[src/rtl/uart_pkg.sv]
// Shared definitions for the UART receive path: FSM encoding and default
// frame geometry.
package uart_pkg;

    localparam int OVERSAMPLE_DEF = 16;
    localparam int DATA_BITS_DEF  = 8;

    // 100 MHz system clock, 16x oversampling of 9600 baud.
    localparam int CLKS_PER_TICK  = 100_000_000 / (16 * 9600);

    typedef enum logic [2:0] {
        IDLE,
        START,
        DATA,
        PARITY,
        STOP,
        BREAK
    } uart_state_e;

    localparam logic [2:0] ST_IDLE   = IDLE;
    localparam logic [2:0] ST_START  = START;
    localparam logic [2:0] ST_DATA   = DATA;
    localparam logic [2:0] ST_PARITY = PARITY;
    localparam logic [2:0] ST_STOP   = STOP;
    localparam logic [2:0] ST_BREAK  = BREAK;

endpackage

[src/rtl/uart_sync.sv]
// Multi-stage synchroniser for the asynchronous serial line; resets to the
// idle (high) level so no false start is seen coming out of reset.
module uart_sync
    import uart_pkg::*;
#(
    parameter int STAGES = 2
) (
    input  logic clk,
    input  logic rst,
    input  logic d,
    output logic q
);

    logic [STAGES-1:0] sync_q;
    logic [STAGES-1:0] sync_d;

    always_comb begin
        sync_d = (sync_q << 1) | STAGES'(d);
    end

    always_ff @(posedge clk or negedge rst) begin
        if (!rst) begin
            sync_q <= '1;
        end else begin
            sync_q <= sync_d;
        end
    end

    assign q = sync_q[STAGES-1];

endmodule

[src/rtl/uart_rx_sampler.sv]
// Oversampling UART receiver: mid-bit start validation, LSB-first data,
// stop-bit check. Define UART_RX_PARITY_EN to add an even-parity bit and parity_err.
module uart_rx_sampler
    import uart_pkg::*;
#(
    parameter int DATA_BITS   = DATA_BITS_DEF,
    parameter int OVERSAMPLE  = OVERSAMPLE_DEF,
    parameter int SYNC_STAGES = 2
) (
    input  logic                 clk,
    input  logic                 rst,
    input  logic                 baudrate_clk,
    input  logic                 serial_in,
    output logic [DATA_BITS-1:0] parallel_out,
    output logic                 rx_valid,
    output logic                 frame_err,
    output logic                 rx_busy
`ifdef UART_RX_PARITY_EN
    ,
    output logic                 parity_err
`endif
);

    localparam int CW = $clog2(OVERSAMPLE);
    localparam int BW = (DATA_BITS > 1) ? $clog2(DATA_BITS) : 1;
    localparam logic [CW-1:0] CNT_MID  = CW'(OVERSAMPLE / 2 - 1);
    localparam logic [CW-1:0] CNT_LAST = CW'(OVERSAMPLE - 1);
    localparam logic [BW-1:0] BIT_LAST = BW'(DATA_BITS - 1);

    logic rx_s;

    uart_sync #(.STAGES(SYNC_STAGES)) u_sync (
        .clk (clk),
        .rst (rst),
        .d   (serial_in),
        .q   (rx_s)
    );

    logic [2:0]           state_q, state_d;
    logic [CW-1:0]        cnt_q, cnt_d;
    logic [BW-1:0]        bit_q, bit_d;
    logic [DATA_BITS-1:0] shift_q, shift_d;
    logic [DATA_BITS-1:0] out_q, out_d;
    logic                 valid_q, valid_d;
    logic                 ferr_q, ferr_d;
`ifdef UART_RX_PARITY_EN
    logic                 perr_q, perr_d;
    logic                 par_bad_q, par_bad_d;
`endif

    always_comb begin
        state_d = state_q;
        cnt_d   = cnt_q;
        bit_d   = bit_q;
        shift_d = shift_q;
        out_d   = out_q;
        valid_d = 1'b0;
        ferr_d  = 1'b0;
`ifdef UART_RX_PARITY_EN
        perr_d    = 1'b0;
        par_bad_d = par_bad_q;
`endif
        if (baudrate_clk) begin
            case (state_q)
                ST_IDLE: begin
                    if (!rx_s) begin
                        cnt_d   = '0;
                        state_d = ST_START;
                    end
                end
                ST_START: begin
                    if (cnt_q == CNT_MID) begin
                        if (rx_s) begin
                            state_d = ST_IDLE;
                        end else begin
                            cnt_d   = '0;
                            bit_d   = '0;
                            state_d = ST_DATA;
                        end
                    end else begin
                        cnt_d = cnt_q + CW'(1);
                    end
                end
                ST_DATA: begin
                    if (cnt_q == CNT_LAST) begin
                        cnt_d   = '0;
                        // First received bit drifts down to bit 0 after DATA_BITS shifts.
                        shift_d = {rx_s, shift_q[DATA_BITS-1:1]};
                        if (bit_q == BIT_LAST) begin
`ifdef UART_RX_PARITY_EN
                            state_d = ST_PARITY;
`else
                            state_d = ST_STOP;
`endif
                        end else begin
                            bit_d = bit_q + BW'(1);
                        end
                    end else begin
                        cnt_d = cnt_q + CW'(1);
                    end
                end
`ifdef UART_RX_PARITY_EN
                ST_PARITY: begin
                    if (cnt_q == CNT_LAST) begin
                        cnt_d     = '0;
                        par_bad_d = ^{shift_q, rx_s};
                        state_d   = ST_STOP;
                    end else begin
                        cnt_d = cnt_q + CW'(1);
                    end
                end
`endif
                ST_STOP: begin
                    // Leaving at mid-stop-bit lets a start bit right after it be caught.
                    if (cnt_q == CNT_LAST) begin
                        cnt_d = '0;
                        if (rx_s) begin
                            out_d   = shift_q;
                            valid_d = 1'b1;
`ifdef UART_RX_PARITY_EN
                            perr_d  = par_bad_q;
`endif
                            state_d = ST_IDLE;
                        end else begin
                            ferr_d  = 1'b1;
                            state_d = ST_BREAK;
                        end
                    end else begin
                        cnt_d = cnt_q + CW'(1);
                    end
                end
                ST_BREAK: begin
                    if (rx_s) begin
                        state_d = ST_IDLE;
                    end
                end
                default: begin
                    state_d = ST_IDLE;
                end
            endcase
        end
    end

    always_ff @(posedge clk or negedge rst) begin
        if (!rst) begin
            state_q <= ST_IDLE;
            cnt_q   <= '0;
            bit_q   <= '0;
            shift_q <= '0;
            out_q   <= '0;
            valid_q <= 1'b0;
            ferr_q  <= 1'b0;
`ifdef UART_RX_PARITY_EN
            perr_q    <= 1'b0;
            par_bad_q <= 1'b0;
`endif
        end else begin
            state_q <= state_d;
            cnt_q   <= cnt_d;
            bit_q   <= bit_d;
            shift_q <= shift_d;
            out_q   <= out_d;
            valid_q <= valid_d;
            ferr_q  <= ferr_d;
`ifdef UART_RX_PARITY_EN
            perr_q    <= perr_d;
            par_bad_q <= par_bad_d;
`endif
        end
    end

    assign parallel_out = out_q;
    assign rx_valid     = valid_q;
    assign frame_err    = ferr_q;
    assign rx_busy      = (state_q != ST_IDLE);
`ifdef UART_RX_PARITY_EN
    assign parity_err   = perr_q;
`endif

endmodule

[config.mk]
export PLATFORM = sky130hd
export DESIGN_NAME = uart_rx_sampler
export DESIGN_NICKNAME = d
export VERILOG_FILES = /design/src/rtl/uart_pkg.sv /design/src/rtl/uart_sync.sv /design/src/rtl/uart_rx_sampler.sv
export SDC_FILE = /design/constraint.sdc
export NUM_CORES = 1
export LEC_CHECK = 0
export CAP_MARGIN = 30
export CORE_AREA = 4 4 45 76
export CTS_BUF_LIST = sky130_fd_sc_hd__clkbuf_16
export CTS_CLUSTER_DIAMETER = 60
export DETAILED_ROUTE_END_ITERATION = 16
export DIE_AREA = 0 0 49 80
export PLACE_DENSITY = 0.82
export SLEW_MARGIN = 10
export SYNTH_ARGS = -nofsm -noshare
export SYNTH_HDL_FRONTEND = slang
export SYNTH_SLANG_ARGS = --single-unit
[constraint.sdc]
create_clock -name clk -period 3.9 [get_ports clk]
set_clock_uncertainty 0.2 [all_clocks]
set_input_delay 0.78 -clock clk [delete_from_list [all_inputs] [get_ports clk]]
set_output_delay 0.78 -clock clk [all_outputs]
set_load 0.02 [all_outputs]
* After elaboration in Yosys (flattened, before gate mapping)
Cells that the tools add are included.
** Operators by class
- Add/subtract/negate cells :: 2
- Eq/ne operators :: 15
- Multiplexer cells :: 26
- Bitwise gates (word level) :: 1
- Reductions and logical operators :: 10
** Operator list (count)
- $mux W3 :: 11
- $pmux W3 S5 :: 1
- $ne A2 B2 Y1 const B :: 7
- $mux W4 :: 3
- $pmux W4 S3 :: 1
- $eq A3 B3 Y1 const B :: 3
- $mux W1 :: 8
- $reduce_and A7 Y1 :: 1
- $pmux W3 S2 :: 1
- $reduce_and A6 Y1 :: 1
- $reduce_bool A3 Y1 :: 2
- $add A4 B1 Y4 const B :: 1
- $eq A4 B3 Y1 const B :: 1
- $eq A4 B4 Y1 const B :: 1
- $reduce_and A4 Y1 :: 1
- $add A3 B1 Y3 const B :: 1
- $eq A3 B1 Y1 const B :: 1
- $eq A3 B2 Y1 const B :: 1
- $logic_not A3 Y1 :: 1
- $reduce_and A3 Y1 :: 1
- $mux W2 :: 1
- $ne A2 B1 Y1 const B :: 1
- $or A2 B1 Y2 :: 1
- $reduce_and A2 Y1 :: 1
- other kinds (2) :: 2
** Storage, ports and cells
- Flip-flop bits (word level) :: 30
- Bits of input ports :: 4
- Output and inout port bits :: 11
- Logic and storage cells :: 62

* Logic depth before layout (Yosys ltp)
Gate-level depths: netlist of the first run.
- Word-level depth :: 4
- Mapped depth :: 6
- Gate-level depth less buffers :: 6

* Hierarchy
Synthesis of the first run repeated with hierarchy kept, for this count alone.
** Second synthesis, totals
- Cells, all modules :: 137
- Area, all modules :: 1554.0 sq um
** Modules (own cells, without submodules)
- uart_rx_sampler :: instances 1, cells each 135, area each 1501.4 sq um
- uart_sync :: instances 1, cells each 2, area each 52.6 sq um

* Worst setup path before layout of the first run
OpenSTA, ideal clock, no wires.
- Path type :: input-to-reg
- Start point :: input baudrate_clk
- End point :: register state_q[2]
- Setup time :: 126 ps
- Data arrival time :: 1754 ps
- Data required time :: 3574 ps
- Setup slack :: 1820 ps
- Cell stages on the path :: 5
- Buffers on the path :: 1
- Path through :: buf_2 -> inv_1 -> a311oi_4 -> o21ai_0 -> a221o_1
** Between the ends
- Cells in the longest elaborated chain, start to end :: 1
** Ends and longest elaborated chain
- start, declared :: RTL line uart_rx_sampler.sv:12 : input logic baudrate_clk,
- $reduce_and A7 Y1 (no source line)
- end signal, assigned :: RTL line uart_rx_sampler.sv:158 : state_q <= state_d;
- end, declared :: RTL line uart_rx_sampler.sv:39 : logic [2:0] state_q, state_d;
Every way passes these cells.
A chain may end at the register's enable or synchronous reset.

* Worst setup path after layout of the first run
- Start point :: register state_q[0]
- End point :: output rx_busy
** Between the ends
- Cells in the longest elaborated chain, start to end :: 1
** Ends and longest elaborated chain
- $reduce_bool A3 Y1 :: RTL line uart_rx_sampler.sv:175 : assign rx_busy = (state_q != ST_IDLE);
- end, declared :: RTL line uart_rx_sampler.sv:17 : output logic rx_busy
Every way passes these cells.

==> results_dict.tcl, run 1 <==
set metrics [dict create \
    vias 970 \
    r2r_slack_ns 1.72 \
    critPathKind "flop to output pin" \
    critPathRequiredTime_ns 2.92 \
    hold_depth 0 \
    synthesis.area_mm2 0.00150 \
    seq_area_frac_synth 0.504 \
    cts_buffers 5 \
    synth-compound-area-share 0.0979 \
    syn2layout_area_growth_pct 22.2 \
    fin_area_mm2 0.00183 \
    diodes 0 \
    static-leakage-power_nw 0.835 \
    rr_worst_depth 5 \
    hpwlAfterDp_um 1770 \
    grt_first_pass_wirelength_um 4640 \
    syn-num-nets 126 \
    grt_pass1_vias 1007 \
    maxSlewViolCount 0 \
    fin_nets 143 \
    rsz0062_at_grt "false" \
    synthCells 119 \
    hold_start "u_sync.sync_q[0]" \
    synth_top_family_by_area "simple AND/OR/NAND/NOR gates" \
    synth_fa_ha_area_frac 0.0251 \
    setup_viol 0 \
    cts_tree "done" \
    synth_xor_area_frac 0.00586 \
    place_area_mm2 0.00164 \
    antenna_found_initial 0 \
    r2r_end "parallel_out[7]" \
    cts_buffer_depth 2 \
    whs_endpoint "u_sync.sync_q[1]" \
    initialDrtViolationCount 26 \
    fin_util 0.664 \
    synthSimpleGateAreaFrac 0.177 \
    holdWs_ns 0.150 \
    post-route-min-period_ns 2.90 \
    avgSynthCellArea_um2 12.6 \
    slew_headroom 0.572 \
    die_area_mm2 0.00392 \
    hold_buffers 0 \
    io_pins 15 \
    portBuffers 14 \
    fill_cells 205 \
    die_x_um 49 \
    vias_per_cell 5.91 \
    cts_resized 0 \
    grt_usage 0.156 \
    finalWirelength_um 2670 \
    overflow 0 \
    cts.sink_count 30 \
    yosysWarnings 0 \
    insertion_delay_ns 0.28 \
    avgRoutedWirePerCell_um 16.3 \
    start_util 0.543 \
    drc_errors 0 \
    clkTransAtPathRegs_ns 0.05 \
    postRouteAntennaNets 0 \
    period_share 0.743 \
    ys_ff_latch 30 \
    post-cts-setup-buffers 0 \
    r2r_start "cnt_q[0]" \
    holdCritPathClass "flop to flop" \
    startpoint_type "flop" \
    clock.fmax_mhz 345 \
    hold_viol 0 \
    cp-end-kind "output pin" \
    vdd.ir_drop.worst_mv 0.580 \
    max_cap_violations 0 \
    p_per_area_mw_per_mm2 688 \
    gp_congestion 0.855 \
    crit_fanout 17 \
    outcome "completed" \
    drt-pass1-iter-count 4 \
    core_area_mm2 0.00275 \
    worst_slew_pin_slew_ns 0.642 \
    muxShareOfSynthArea 0.151 \
    htreeDepth 2 \
    setup_tns_ns 0 \
    cts-root-buf "clkbuf_16" \
    drive_gt1_frac 0.277 \
    grt_max_degree 31 \
    cp_data_arrival_time_ns 1.92 \
    ys_types 45 \
    dieHeight_um 80 \
    rows 25 \
]
[where the power goes]
| part | internal, W | switching [W] | leakage, nW |
|---|---|---|---|
| logic | 0.000154 | 0.000149 | 0.343 |
| registers | 0.000360 | 0.000102 | 0.401 |
| clock network | 0.000363 | 0.000130 | 0.0915 |
| total | 0.000876 | 0.000381 | 0.835 |
[kinds of logic (layout without fill, tap and decap cells)]
group	count (synthesis)	after routing
adders and majority gates	3	3
DFF	30	30
buffers and inverters	10	28
xor gates and xnor gates	1	1
and+or+nand+nor	37	37
muxes	20	20
AOI/OAI and AO/OA	18	18
[cell usage after synthesis, drive strengths merged]
cell type | instances | area share
a21o | 1 | 0.0050
a21oi | 3 | 0.010
a221o | 1 | 0.0067
a22o | 2 | 0.012
a22oi | 1 | 0.0050
a311oi | 1 | 0.018
a41o | 1 | 0.0067
and2 | 1 | 0.0042
and2b | 1 | 0.0050
and3 | 2 | 0.0092
buf | 4 | 0.023
clkbuf | 1 | 0.0025
dfrtp | 28 | 0.47
dfstp | 2 | 0.035
ha | 3 | 0.025
inv | 5 | 0.013
mux2 | 18 | 0.14
mux2i | 2 | 0.013
nand2 | 8 | 0.020
nand2b | 1 | 0.0042
nand3 | 4 | 0.017
nand3b | 2 | 0.010
nor2 | 4 | 0.015
nor2b | 1 | 0.0092
nor3 | 5 | 0.024
nor3b | 1 | 0.013
nor4b | 3 | 0.028
o21a | 1 | 0.0050
o21ai | 5 | 0.019
o221ai | 1 | 0.0059
o31ai | 1 | 0.0050
or2 | 1 | 0.0042
or2b | 1 | 0.0050
or3 | 1 | 0.0042
or3b | 1 | 0.0059
xnor2 | 1 | 0.0059
[worst max-delay path: stages, from the launching register on]
cell,delay (ns)
dfrtp_1,0.75
inv_1,0.19
nand2_1,0.10
clkdlybuf4s50_1,0.60
[metrics by stage]
stage / instances / power (W) / setup slack, ns
after detailed placement: 156 / 0.000765 / 1.14
after floorplan: 119 / 0.000721 / 1.82
final: 164 / 0.00126 / 1.00
after CTS: 164 / 0.00127 / 1.01
after global placement: 156 / 0.000746 / 1.20
after global routing: 164 / 0.00132 / 0.906
[registers in the layout, indices dropped and copies added, names as in the netlist]
signal         count
parallel_out       8
shift_q            8
cnt_q              4
bit_q              3
state_q            3
u_sync.sync_q      2
frame_err          1
rx_valid           1
[worst max-delay path by stage]
| stage | start | to | slack (ns) | cells past startpoint |
|---|---|---|---|---|
| floorplan | baudrate_clk | state_q[2] | 1.82 | 5 |
| global route | state_q[0] | rx_busy | 0.91 | 3 |
| global placement | baudrate_clk | parallel_out[6] | 1.20 | 4 |
| detailed placement | baudrate_clk | parallel_out[3] | 1.14 | 4 |
| CTS | state_q[0] | rx_busy | 1.01 | 3 |
| finish | state_q[0] | rx_busy | 1.00 | 3 |
[final cells by class]
type / count / area [um2] / area share
Clock buffer: 5 / 125 / 0.0685
Clock inverter: 3 / 63.8 / 0.0349
Inverter: 5 / 18.8 / 0.0103
Multi-Input combinational cell: 79 / 684 / 0.375
Sequential cell: 30 / 753 / 0.412
Tap cell: 27 / 33.8 / 0.0185
Timing Repair Buffer: 15 / 148 / 0.0808
[layout by cell type (no fill, tap or decap), drive strengths merged, types with 2 or more instances in the layout]
cell type and instances:
a21oi 3, a22o 2, and3 2, bufinv 2
clkbuf 5, clkdlybuf4s50 14, dfrtp 28, dfstp 2
ha 3, inv 5, mux2 18, mux2i 2
nand2 8, nand3 4, nand3b 2, nor2 4
nor3 5, nor4b 3, o21ai 5
[layer usage]
layer / vias to the layer above / track usage / wire [um]
met3: 10 / 0.0561 / 122
met2: 21 / 0.251 / 1380
met4: 0 / 0.0916 / 84
li1: 459 / - / -
met5: - / 0 / 0
met1: 480 / 0.175 / 1080
No activity file was read; power rests on OpenSTA's default activity.
==> inputs of run 2 (changes only) <==
- clock period: 3.9 -> 2.77 ns (I/O delays scaled with it)
==> results_dict.tcl, run 2 (same netlist as run 1, synthesis figures left out) <==
set metrics [dict create \
    grt_usage 0.149 \
    drc_errors 0 \
    outcome "completed" \
    crit_fanout 14 \
    cp-end-kind "output pin" \
    post-route-min-period_ns 2.46 \
    cts-root-buf "clkbuf_16" \
    rr_worst_depth 4 \
    path_cells "nor2_4 -> nand2_1 -> clkdlybuf4s50_1" \
    grt_first_pass_wirelength_um 4580 \
    die_area_mm2 0.00392 \
    die_x_um 49 \
    r2r_end "parallel_out[6]" \
    overflow 0 \
    hpwlAfterDp_um 1860 \
    antenna_found_initial 0 \
    avgRoutedWirePerCell_um 15.5 \
    grt_pass1_vias 1058 \
    p_total_w 0.00158 \
    static-leakage-power_nw 0.826 \
    vias 963 \
    rows 25 \
    portBuffers 14 \
    dieHeight_um 80 \
    start_util 0.543 \
    layout_common_cells "dfrtp_1, mux2_2, clkdlybuf4s50_1" \
    fin_nets 145 \
    rsz0062_at_grt "false" \
    post-cts-setup-buffers 0 \
    critical_path_depth 3 \
    clkTransAtPathRegs_ns 0.05 \
    core_area_mm2 0.00275 \
    setup_viol 0 \
    startpoint "state_q[2]" \
    cts_buffer_depth 2 \
    drive_gt1_frac 0.281 \
    initialDrtViolationCount 17 \
    finalWirelength_um 2580 \
    cp_data_arrival_time_ns 1.71 \
    regArea_um2 753 \
    critPathKind "flop to output pin" \
    setup_tns_ns 0 \
    vias_per_cell 5.80 \
    final_common_cell "dfrtp_1" \
    postRouteAntennaNets 0 \
    diodes 0 \
    startpoint_type "flop" \
    max_cap_violations 0 \
    critPathBufInv 1 \
    drt-pass1-iter-count 4 \
    insertion_delay_ns 0.27 \
    holdCritPathClass "flop to flop" \
    worst_slew_pin_slew_ns 0.529 \
    htreeDepth 2 \
    vdd.ir_drop.worst_mv 0.572 \
    multi_input_comb_area_um2 684 \
    cts.sink_count 30 \
    clock.fmax_mhz 406 \
    period_share 0.890 \
    maxSlewViolCount 0 \
    fill_cells 233 \
    slowest_stage "dfrtp_1" \
    cts_buffers 5 \
    max_stage_delay_ns 0.67 \
    syn2layout_area_growth_pct 19.7 \
    cts_tree "done" \
    hold_buffers 0 \
    p_per_area_mw_per_mm2 882 \
    slew_headroom 0.647 \
    grt_max_degree 31 \
    critPathRequiredTime_ns 2.02 \
    io_pins 15 \
    hold_viol 0 \
    r2r_slack_ns 0.62 \
    r2r_start "state_q[2]" \
    cp-endpoint "rx_busy" \
    gp_congestion 0.821 \
    cts_resized 0 \
    crit_family "flip-flops" \
]
==> run 2: cell types whose count changed in the layout (fill, tap and decap cells not counted), sizes merged <==
cell    delta
inv        +1
bufinv     -2
buf        +2
clkinv     +1
==> run 2: worst register-to-register path, delay by kind of cell (launching register included) <==
kind / cells / cell delay, ns
muxes: 1 / 0.39
and+or+nand+nor: 3 / 0.78
DFF: 1 / 0.67
==> run 2: worst min-delay path by stage <==
| stage | start | to | slack [ns] | cells past startpoint |
|---|---|---|---|---|
| floorplan | rst | bit_q[0] | 0.06 | 0 |
| global placement | u_sync.sync_q[0] | u_sync.sync_q[1] | 0.15 | 0 |
| detailed placement | u_sync.sync_q[0] | u_sync.sync_q[1] | 0.15 | 0 |
| CTS | u_sync.sync_q[0] | u_sync.sync_q[1] | 0.16 | 0 |
| global route | u_sync.sync_q[0] | u_sync.sync_q[1] | 0.16 | 0 |
| finish | u_sync.sync_q[0] | u_sync.sync_q[1] | 0.15 | 0 |
==> run 2: report_power, final <==
group	switching, W	total [W]	internal, W
combinational	0.000251	0.000479	0.000228
sequential	0.000104	0.000612	0.000508
clock	0.000165	0.000487	0.000322
total	0.000520	0.00158	0.00106
==> run 2: through the flow <==
| step | instances | util | hold slack [ns] | cell area, um2 | setup slack (ns) |
|---|---|---|---|---|---|
| floorplan | 119 | - | 0.0584 | 1500 | 0.753 |
| global placement | 158 | 0.600 | 0.148 | 1650 | 0.488 |
| detailed placement | 158 | 0.600 | 0.151 | 1650 | 0.421 |
| CTS | 166 | 0.650 | 0.157 | 1790 | 0.300 |
| global route | 166 | 0.650 | 0.164 | 1790 | 0.259 |
| finish | 166 | 0.650 | 0.155 | 1790 | 0.306 |
==> run 2: final cells by class <==
class,instances,area share
clock buffer,5,0.0699
tap,27,0.0189
inverter,5,0.0105
timing repair buffer,17,0.0908
sequential,30,0.421
multi-input combinational,79,0.382
clock inverter,3,0.00699
==> run 2: routing by layer <==
metal | track usage | up-vias | wire length, um
met5 | 0 | - | 0
met4 | 0.0512 | 0 | 35
met1 | 0.169 | 481 | 1040
li1 | - | 463 | -
met3 | 0.0542 | 5 | 111
met2 | 0.254 | 14 | 1390
